===== src/rtl/ex_muldiv_unit.sv =====
`default_nettype none
// ============================================================================
//  Module   : ex_muldiv_unit
//  Purpose  : Multi-cycle multiply/divide engine for the EX stage. Selects the
//             rs/rt operands through the forwarding muxes, runs an iterative
//             shift-add multiply or restoring shift-subtract divide on operand
//             magnitudes, applies the sign fixup and writes {hi,lo}.
//  Ports    : clk, rst (async, active-low)
//             start/op/flush           - issue, opcode, abort
//             rdata_1/2, data_out_MEM/WB, FWA/FWB - operand sources and selects
//             stall_req, busy          - pipeline hold / engine occupied
//             done, we_hi, we_lo       - one-cycle result-valid pulse
//             hi_out, lo_out           - product or remainder/quotient
//             div_by_zero              - pulses with done on a zero divisor
//  Revision : 1.0 - initial release
// ============================================================================
module ex_muldiv_unit #(
   parameter int DATA_WIDTH = 32,
   parameter int CNT_WIDTH  = 6
) (
   input  logic                  clk,
   input  logic                  rst,
   input  logic                  start,
   input  logic [1:0]            op,
   input  logic                  flush,
   input  logic [DATA_WIDTH-1:0] rdata_1,
   input  logic [DATA_WIDTH-1:0] rdata_2,
   input  logic [DATA_WIDTH-1:0] data_out_MEM,
   input  logic [DATA_WIDTH-1:0] data_out_WB,
   input  logic [1:0]            FWA,
   input  logic [1:0]            FWB,
   output logic                  stall_req,
   output logic                  busy,
   output logic                  done,
   output logic                  we_hi,
   output logic                  we_lo,
   output logic [DATA_WIDTH-1:0] hi_out,
   output logic [DATA_WIDTH-1:0] lo_out,
   output logic                  div_by_zero
);

   localparam int W = DATA_WIDTH;

   typedef enum logic [1:0] {
      IDLE = 2'd0,
      CALC = 2'd1,
      DONE = 2'd2
   } state_t;

   state_t               state;
   logic [CNT_WIDTH-1:0] cnt;
   logic                 is_div;
   logic                 neg_q;     // product sign (MUL) or quotient sign (DIV)
   logic                 neg_r;     // remainder sign = dividend sign
   logic [W-1:0]         operand;   // multiplicand or divisor magnitude
   logic [W-1:0]         acc_hi;    // partial product high half / partial remainder
   logic [W-1:0]         acc_lo;    // multiplier being shifted out / quotient being shifted in

   // ---------------------------------------------------------------------
   // Operand selection and magnitude capture
   // ---------------------------------------------------------------------
   logic [W-1:0] opa, opb, a_mag, b_mag;
   logic         signed_op, div_op, a_neg, b_neg;

   always_comb begin
      case (FWA)
         2'b01:   opa = data_out_MEM;
         2'b10:   opa = data_out_WB;
         default: opa = rdata_1;
      endcase
      case (FWB)
         2'b01:   opb = data_out_MEM;
         2'b10:   opb = data_out_WB;
         default: opb = rdata_2;
      endcase
      signed_op = ~op[0];
      div_op    = op[1];
      a_neg     = signed_op & opa[W-1];
      b_neg     = signed_op & opb[W-1];
      // The most-negative value negates to itself, which is still the correct
      // unsigned magnitude.
      a_mag     = a_neg ? -opa : opa;
      b_mag     = b_neg ? -opb : opb;
   end

   // ---------------------------------------------------------------------
   // One iteration step and the final sign fixup
   // ---------------------------------------------------------------------
   logic [W:0]     mul_sum, div_trial;
   logic [W-1:0]   step_hi, step_lo, fix_hi, fix_lo;
   logic [2*W-1:0] prod, prod_fix;

   always_comb begin
      // Shift-add: add the multiplicand when the multiplier LSB is set, then
      // shift the whole {carry, hi, lo} right by one.
      mul_sum   = {1'b0, acc_hi} + (acc_lo[0] ? {1'b0, operand} : '0);
      // Restoring divide: shift the next dividend bit into the remainder and
      // try to subtract the divisor; the borrow bit decides the quotient bit.
      div_trial = {acc_hi, acc_lo[W-1]} - {1'b0, operand};

      if (is_div) begin
         if (!div_trial[W]) begin
            step_hi = div_trial[W-1:0];
            step_lo = {acc_lo[W-2:0], 1'b1};
         end else begin
            step_hi = {acc_hi[W-2:0], acc_lo[W-1]};
            step_lo = {acc_lo[W-2:0], 1'b0};
         end
      end else begin
         step_hi = mul_sum[W:1];
         step_lo = {mul_sum[0], acc_lo[W-1:1]};
      end

      prod     = {step_hi, step_lo};
      prod_fix = neg_q ? -prod : prod;
      if (is_div) begin
         fix_hi = neg_r ? -step_hi : step_hi;
         fix_lo = neg_q ? -step_lo : step_lo;
      end else begin
         fix_hi = prod_fix[2*W-1:W];
         fix_lo = prod_fix[W-1:0];
      end
   end

   // ---------------------------------------------------------------------
   // Control FSM and result registers
   // ---------------------------------------------------------------------
   always_ff @(posedge clk or negedge rst) begin
      if (!rst) begin
         state       <= IDLE;
         cnt         <= '0;
         is_div      <= 1'b0;
         neg_q       <= 1'b0;
         neg_r       <= 1'b0;
         operand     <= '0;
         acc_hi      <= '0;
         acc_lo      <= '0;
         hi_out      <= '0;
         lo_out      <= '0;
         done        <= 1'b0;
         div_by_zero <= 1'b0;
      end else begin
         done        <= 1'b0;
         div_by_zero <= 1'b0;
         if (flush) begin
            state <= IDLE;
         end else begin
            case (state)
               IDLE: begin
                  if (start) begin
                     if (div_op && (opb == '0)) begin
                        // Zero divisor short-circuits straight to DONE.
                        state       <= DONE;
                        lo_out      <= '1;
                        hi_out      <= opa;
                        done        <= 1'b1;
                        div_by_zero <= 1'b1;
                     end else begin
                        state   <= CALC;
                        cnt     <= CNT_WIDTH'(W);
                        is_div  <= div_op;
                        neg_q   <= a_neg ^ b_neg;
                        neg_r   <= a_neg;
                        operand <= b_mag;
                        acc_hi  <= '0;
                        acc_lo  <= a_mag;
                     end
                  end
               end
               CALC: begin
                  acc_hi <= step_hi;
                  acc_lo <= step_lo;
                  cnt    <= cnt - CNT_WIDTH'(1);
                  if (cnt == CNT_WIDTH'(1)) begin
                     state  <= DONE;
                     hi_out <= fix_hi;
                     lo_out <= fix_lo;
                     done   <= 1'b1;
                  end
               end
               default: state <= IDLE;   // DONE: start here is ignored
            endcase
         end
      end
   end

   assign busy      = (state != IDLE);
   assign stall_req = ((state == IDLE) & start & ~flush) | (state == CALC);
   assign we_hi     = done;
   assign we_lo     = done;

endmodule
`default_nettype wire

===== config.mk =====
export PLATFORM = sky130hd
export DESIGN_NAME = ex_muldiv_unit
export DESIGN_NICKNAME = d
export VERILOG_FILES = /design/src/rtl/ex_muldiv_unit.sv
export SDC_FILE = /design/constraint.sdc
export NUM_CORES = 1
export LEC_CHECK = 0
export ABC_CLOCK_PERIOD_IN_PS = 6520
export BUFFER_PORTS_ARGS = -buffer_cell sky130_fd_sc_hd__buf_4
export CORE_ASPECT_RATIO = 1.5
export CORE_MARGIN = 1
export CORE_UTILIZATION = 55
export CTS_BUF_LIST = sky130_fd_sc_hd__clkbuf_2
export CTS_CLUSTER_SIZE = 40
export DETAILED_ROUTE_END_ITERATION = 10
export HOLD_SLACK_MARGIN = 0.06
export PLACE_DENSITY = 0.76
export SLEW_MARGIN = 5
export SYNTH_ARGS = -nofsm -noshare
export SYNTH_HDL_FRONTEND = slang
export SYNTH_SLANG_ARGS = --single-unit

===== constraint.sdc =====
create_clock -name clk -period 6.52 [get_ports clk]
set_input_delay 1.304 -clock clk [delete_from_list [all_inputs] [get_ports clk]]
set_output_delay 1.304 -clock clk [all_outputs]
set_load 0.02 [all_outputs]

Word-level counts from Yosys, hierarchy flattened. Cells that the tools add are included.

Word-level logic and storage cells: 93. RAM bits: 0. Output and inout bits: 70. Bits of input ports: 138. Flip-flop bits (word level): 173. Bits in latches: 0. Memories kept: 0. ROM bits: 0.

Equality and inequality tests: 12. Mux-type cells: 43. Order comparisons: 0. Shift-type cells: 0. Bitwise gates (word level): 9. Div/mod/pow operators: 0. Multipliers: 0. Reduce and logical (&&, ||, !) cells: 9. Add/subtract/negate cells: 8.

Operators with widths (number): 32-bit two-way mux (20); 32-bit case mux with 2 select lines (6); 32-bit negation (4); 64-bit two-way mux (1); 64-bit negation (1); 32-bit by 32-bit adder with 33-bit output (1); 33-bit by 32-bit subtractor with 33-bit output (1); 32-bit zero test (1); 6-bit two-way mux (2); 6-bit case mux with 2 select lines (1); 2-bit two-way mux (4); 2-bit != test, second input constant (4); 4-bit AND reduction (2); 1-bit two-way mux (7); 2-bit by 1-bit == test with 1-bit output, second input constant (3); 6-bit by 1-bit == test with 1-bit output, second input constant (1); 3-bit != test, second input constant (2); 6-bit by 1-bit subtractor with 6-bit output, second input constant (1); 5-bit AND reduction (1); 1-bit bitwise AND (4); 2-bit == test, second input constant (2); 2-bit case mux with 2 select lines (1); 2-bit nonzero test (2); 1-bit NOT (3); other kinds (6) (6).

Longest topological paths before layout.
Depth after elaboration: 8. Depth in mapped cells: 22. Gate-level depth less buffers: 22.

Worst setup path after synthesis. No wires, ideal clock.

Path kind: input to register. From: in FWB[0]. To: reg cnt[3]. Slack: 1.301 ns. Buffers on the path: 6. Cell stages on the path: 21. Arrival: 5.090 ns. Cell sequence: inv_1 > ha_1 > buf_2 > clkbuf_1 > buf_1 > clkbuf_1 > a221o_1 > o21ai_0 > ha_1 > and4_1 > and2_1 > nand3_1 > nor3_1 > nand4_1 > a21o_1 > nand2_1 > clkbuf_1 > buf_2 > nor2_1 > xnor2_1 > nor2_1.

Word-level cells in the longest chain between the ends: 6. Elaborated cells on any way between the ends: 7.

RTL lines: start, declared (RTL line 31) `input logic [1:0] FWB,`; 2-bit == test / 2-bit by 1-bit == test with 1-bit output (equally long branches) (RTL line 71) `case (FWB)`; 32-bit case mux with 2 select lines * (RTL line 71); 32-bit zero test * (RTL line 151) `if (div_op && (opb == '0)) begin`; 1-bit logical AND * (RTL line 151); 2-bit != test (no source line) *; 4-bit AND reduction (no source line) *; end signal, assigned (RTL line 160) `cnt <= CNT_WIDTH'(W);`; end signal, assigned (RTL line 173) `cnt <= cnt - CNT_WIDTH'(1);`; end, declared (RTL line 51) `logic [CNT_WIDTH-1:0] cnt;`.

Every way passes the cells marked *; elsewhere a longest branch is shown, timed or not. A chain may end at the register's enable or synchronous reset.

Worst setup path after layout.
From: reg acc_lo[31]. To: reg hi_out[26].

Word-level cells in the longest chain between the ends: 8. Elaborated cells on any way between the ends: 12.

RTL lines: start, declared (RTL line 57) `logic [W-1:0] acc_lo;`; start signal, assigned (RTL line 166) `acc_lo <= a_mag;`; start signal, assigned (RTL line 172) `acc_lo <= step_lo;`; 33-bit by 32-bit subtractor with 33-bit output (RTL line 99) `div_trial = {acc_hi, acc_lo[W-1]} - {1'b0, operand};`; 1-bit two-way mux / 32-bit two-way mux (equally long branches) (RTL line 102) `if (!div_trial[W]) begin`; 32-bit two-way mux (RTL line 101) `if (is_div) begin`; 64-bit negation / 32-bit negation (equally long branches) (RTL line 115, 117); 64-bit two-way mux / 32-bit two-way mux (equally long branches) (RTL line 115, 117); 32-bit two-way mux * (RTL line 116) `if (is_div) begin`; 32-bit two-way mux * (RTL line 174) `if (cnt == CNT_WIDTH'(1)) begin`; 32-bit case mux with 2 select lines * (RTL line 148) `case (state)`; end signal, assigned (RTL line 155) `hi_out <= opa;`; end signal, assigned (RTL line 176) `hi_out <= fix_hi;`; end, declared (RTL line 37) `output logic [DATA_WIDTH-1:0] hi_out,`.

Every way passes the cells marked *; elsewhere a longest branch is shown, timed or not. The select of a mux whose other input is x is not followed.

==> metrics <==
status finished clean; syn_nets ~2500; asr flop ratio synth 1.00; FF-to-FF path depth 22; setup TNS 0 ns; Yosys reg bits about 170; Area Overhead vs Synth 12.1%; Clock Latency Late Sink ~0.9 ns; largest net degree at the start of global routing between 100 and 150; Synth cell types just over 100; Tmin final 6.33 ns; Remaining DRCs 0; CP startpoint kind register; gr usage total 0.452; PortBufs 207; Pins Over Slew Limit 0; slew margin rel. 0.123; Crit Path Category reg -> reg; Final Cycle Share 0.971; Worst IR Drop VDD ~260 µV; Switching Fraction 0.564; Max H-tree Level 4; clk buf depth 2; Post-synth top cells nand2_1 (278), nor2_1 (222), a21oi_1 (217), o21ai_0 (215), dfrtp_1 (173); core area 0.0303 mm²; setup violators final 0; Synth area leaders dfrtp_1 (26%), a21oi_1 (6.4%), o21ai_0 (6.4%); Max Clock Skew a little under 0.05 ns; worst hold-check path type in -> async; Peak Freq between 150 and 200 MHz; Seq pwr share 0.215; Tightest Pin Transition 1.32 ns; Ports roughly 210; hold slack final 0.447 ns; first-pass GRT wire length between 100000 and 150000 µm; Logic pwr share 0.722; CTS tree yes; Initial Util 0.558; setup repair after global routing missed its margin no; Post-Synthesis Cells between 2000 and 2500; Worst-path clk slew about 0.27 ns; critical path capture point type register; Avg Cell Area, Syn roughly 7.5 µm²; Starting DRT DRC Count around 1900; vias per cell between 6 and 7; Via Count 18700; EDFF count, synth 0; worst-path maximum fanout 10; vias in the first global route about 18000; clock share of power 0.063; worst path required time between 7 and 8 ns; Die W approximately 140 µm; chip height between 200 and 250 µm; clk sink count 173; Cell Int Power just under 4000 µW; die area 0.0314 mm²; dpl hpwl around 55000 µm; grt ovf 0; Leak Pwr between 0.008 and 0.009 µW; mapped cell area between 0.015 and 0.02 mm²; FP Rows between 70 and 80; register area share after synthesis 0.257; initial antenna violation count 4; GP Congestion ~1.0; most common cell in the netlist nand2_1; drt pass-1 iters 6; share of cells above drive strength 1 0.148; CP arrival between 7 and 8 ns; routed wire length ~71000 µm; Clock Root Buffer clkbuf_2; switching pwr between 4000 and 5000 µW; Yosys top cell by area dfrtp_1; warning count from the yosys run 0; NumNets Final between 2000 and 3000; pwr dens between 400 and 500 mW/mm²; final hold vios 0; cts bufs inserted 17; post-route ant nets 0; max cap viols 0; top-area cell type share of the netlist area 0.257; DR WL/cell around 26 µm; Main synth FF type dfrtp_1
[path summary, 6_finish.rpt]
kind | slack, ns | from | endpoint
min in group clk | 0.53 | operand[12] | operand[12]
worst max register to register | 0.19 | acc_lo[31] | hi_out[26]
worst max-delay path | 0.19 | acc_lo[31] | hi_out[26]
max in group asynchronous | 4.70 | rst | hi_out[26]
worst min register to register | 0.53 | operand[12] | operand[12]
worst min-delay path | 0.45 | rst | operand[15]
[worst max-delay path, stage by stage, from the launching register on]
cell	delay [ns]
dfrtp_1	0.51
inv_1	0.14
ha_1	0.20
inv_1	0.06
fa_1	0.42
a211oi_1	0.36
nor3_1	0.08
o211a_1	0.35
o211ai_4	0.43
a2111oi_4	0.28
a21oi_2	0.30
ha_1	0.23
o211ai_1	0.19
or2_2	0.38
nor2_1	0.32
nand2_1	0.20
o31ai_1	0.35
nand2_1	0.20
o31ai_1	0.50
a21oi_1	0.09
o31ai_1	0.33
mux2i_1	0.23
nand2_1	0.06
[cell families after synthesis]
family | synth area share
xor gates and xnor gates | 0.0794
adders and majority gates | 0.0573
muxes | 0.0288
and+or+nand+nor | 0.226
DFF | 0.257
buffers and inverters | 0.0515
AOI/OAI and AO/OA | 0.300
[final cells by class]
type / instances / area, µm²
multi-input combinational: 1860 / 11700
fill: 2826 / 11300
sequential: 173 / 4330
timing repair buffer: 248 / 1900
tap: 400 / 500
inverter: 73 / 274
clock inverter: 15 / 118
clock buffer: 17 / 85.1
antenna: 1 / 2.50
[registers in the layout, indices dropped and copies added, names as in the netlist]
signal,flops
neg_q,1
done,1
neg_r,1
lo_out,32
cnt,6
state,2
acc_hi,32
acc_lo,32
hi_out,32
is_div,1
div_by_zero,1
operand,32
[power groups by stage]
| stage | Clock (µW) | Combinational, µW | Sequential (µW) |
|---|---|---|---|
| 6_report | 555 | 6370 | 1890 |
| 5_1_grt | 582 | 6810 | 1930 |
| 4_1_cts | 550 | 6170 | 1870 |
| 3_5_place_dp | 0 | 6140 | 1890 |
| 3_3_place_gp | 0 | 6040 | 1880 |
| 2_1_floorplan | 0 | 4090 | 1960 |
[routing by layer]
metal  part of all wire  vias to the layer above  global-route usage  wire, µm
li1                   -                     8386                   -         -
met1               0.35                     8939               0.497     24900
met2               0.47                     1045               0.756     33700
met3              0.076                      305              0.0737      5450
met4               0.10                        4               0.396      7150
met5            0.00031                        -                   0        22
[stage by stage]
step / instance area (µm²) / std cells / power (µW) / setup WS [ns] / utilization
2_1_floorplan: 16900 / 2242 / 6050 / 1.30 / -
3_3_place_gp: 18700 / 2754 / 7920 / 0.122 / 0.618
3_5_place_dp: 18700 / 2754 / 8030 / 0.138 / 0.618
4_1_cts: 18900 / 2786 / 8590 / 0.128 / 0.625
5_1_grt: 18900 / 2787 / 9320 / 0.0316 / 0.625
6_report: 18900 / 2787 / 8820 / 0.189 / 0.625
[cells in the final DEF (no fill, tap or decap), drive strengths merged, types with 36 or more instances in the layout]
cell type	n
nand2	278
buf	248
o21ai	230
nor2	224
a21oi	218
dfrtp	173
xnor2	105
inv	75
ha	74
nor3	59
xor2	48
and2	47
nand3	46
mux2i	44
a22oi	42
a21o	36
[timing repair]
| action | CTS | global route |
|---|---|---|
| hold buffers | 0 | 0 |
| buffers inserted | 0 | 0 |
| setup endpoints to repair | 0 | 6 |
| resized for setup | 0 | 2 |
No activity file was read; power rests on OpenSTA's default activity.
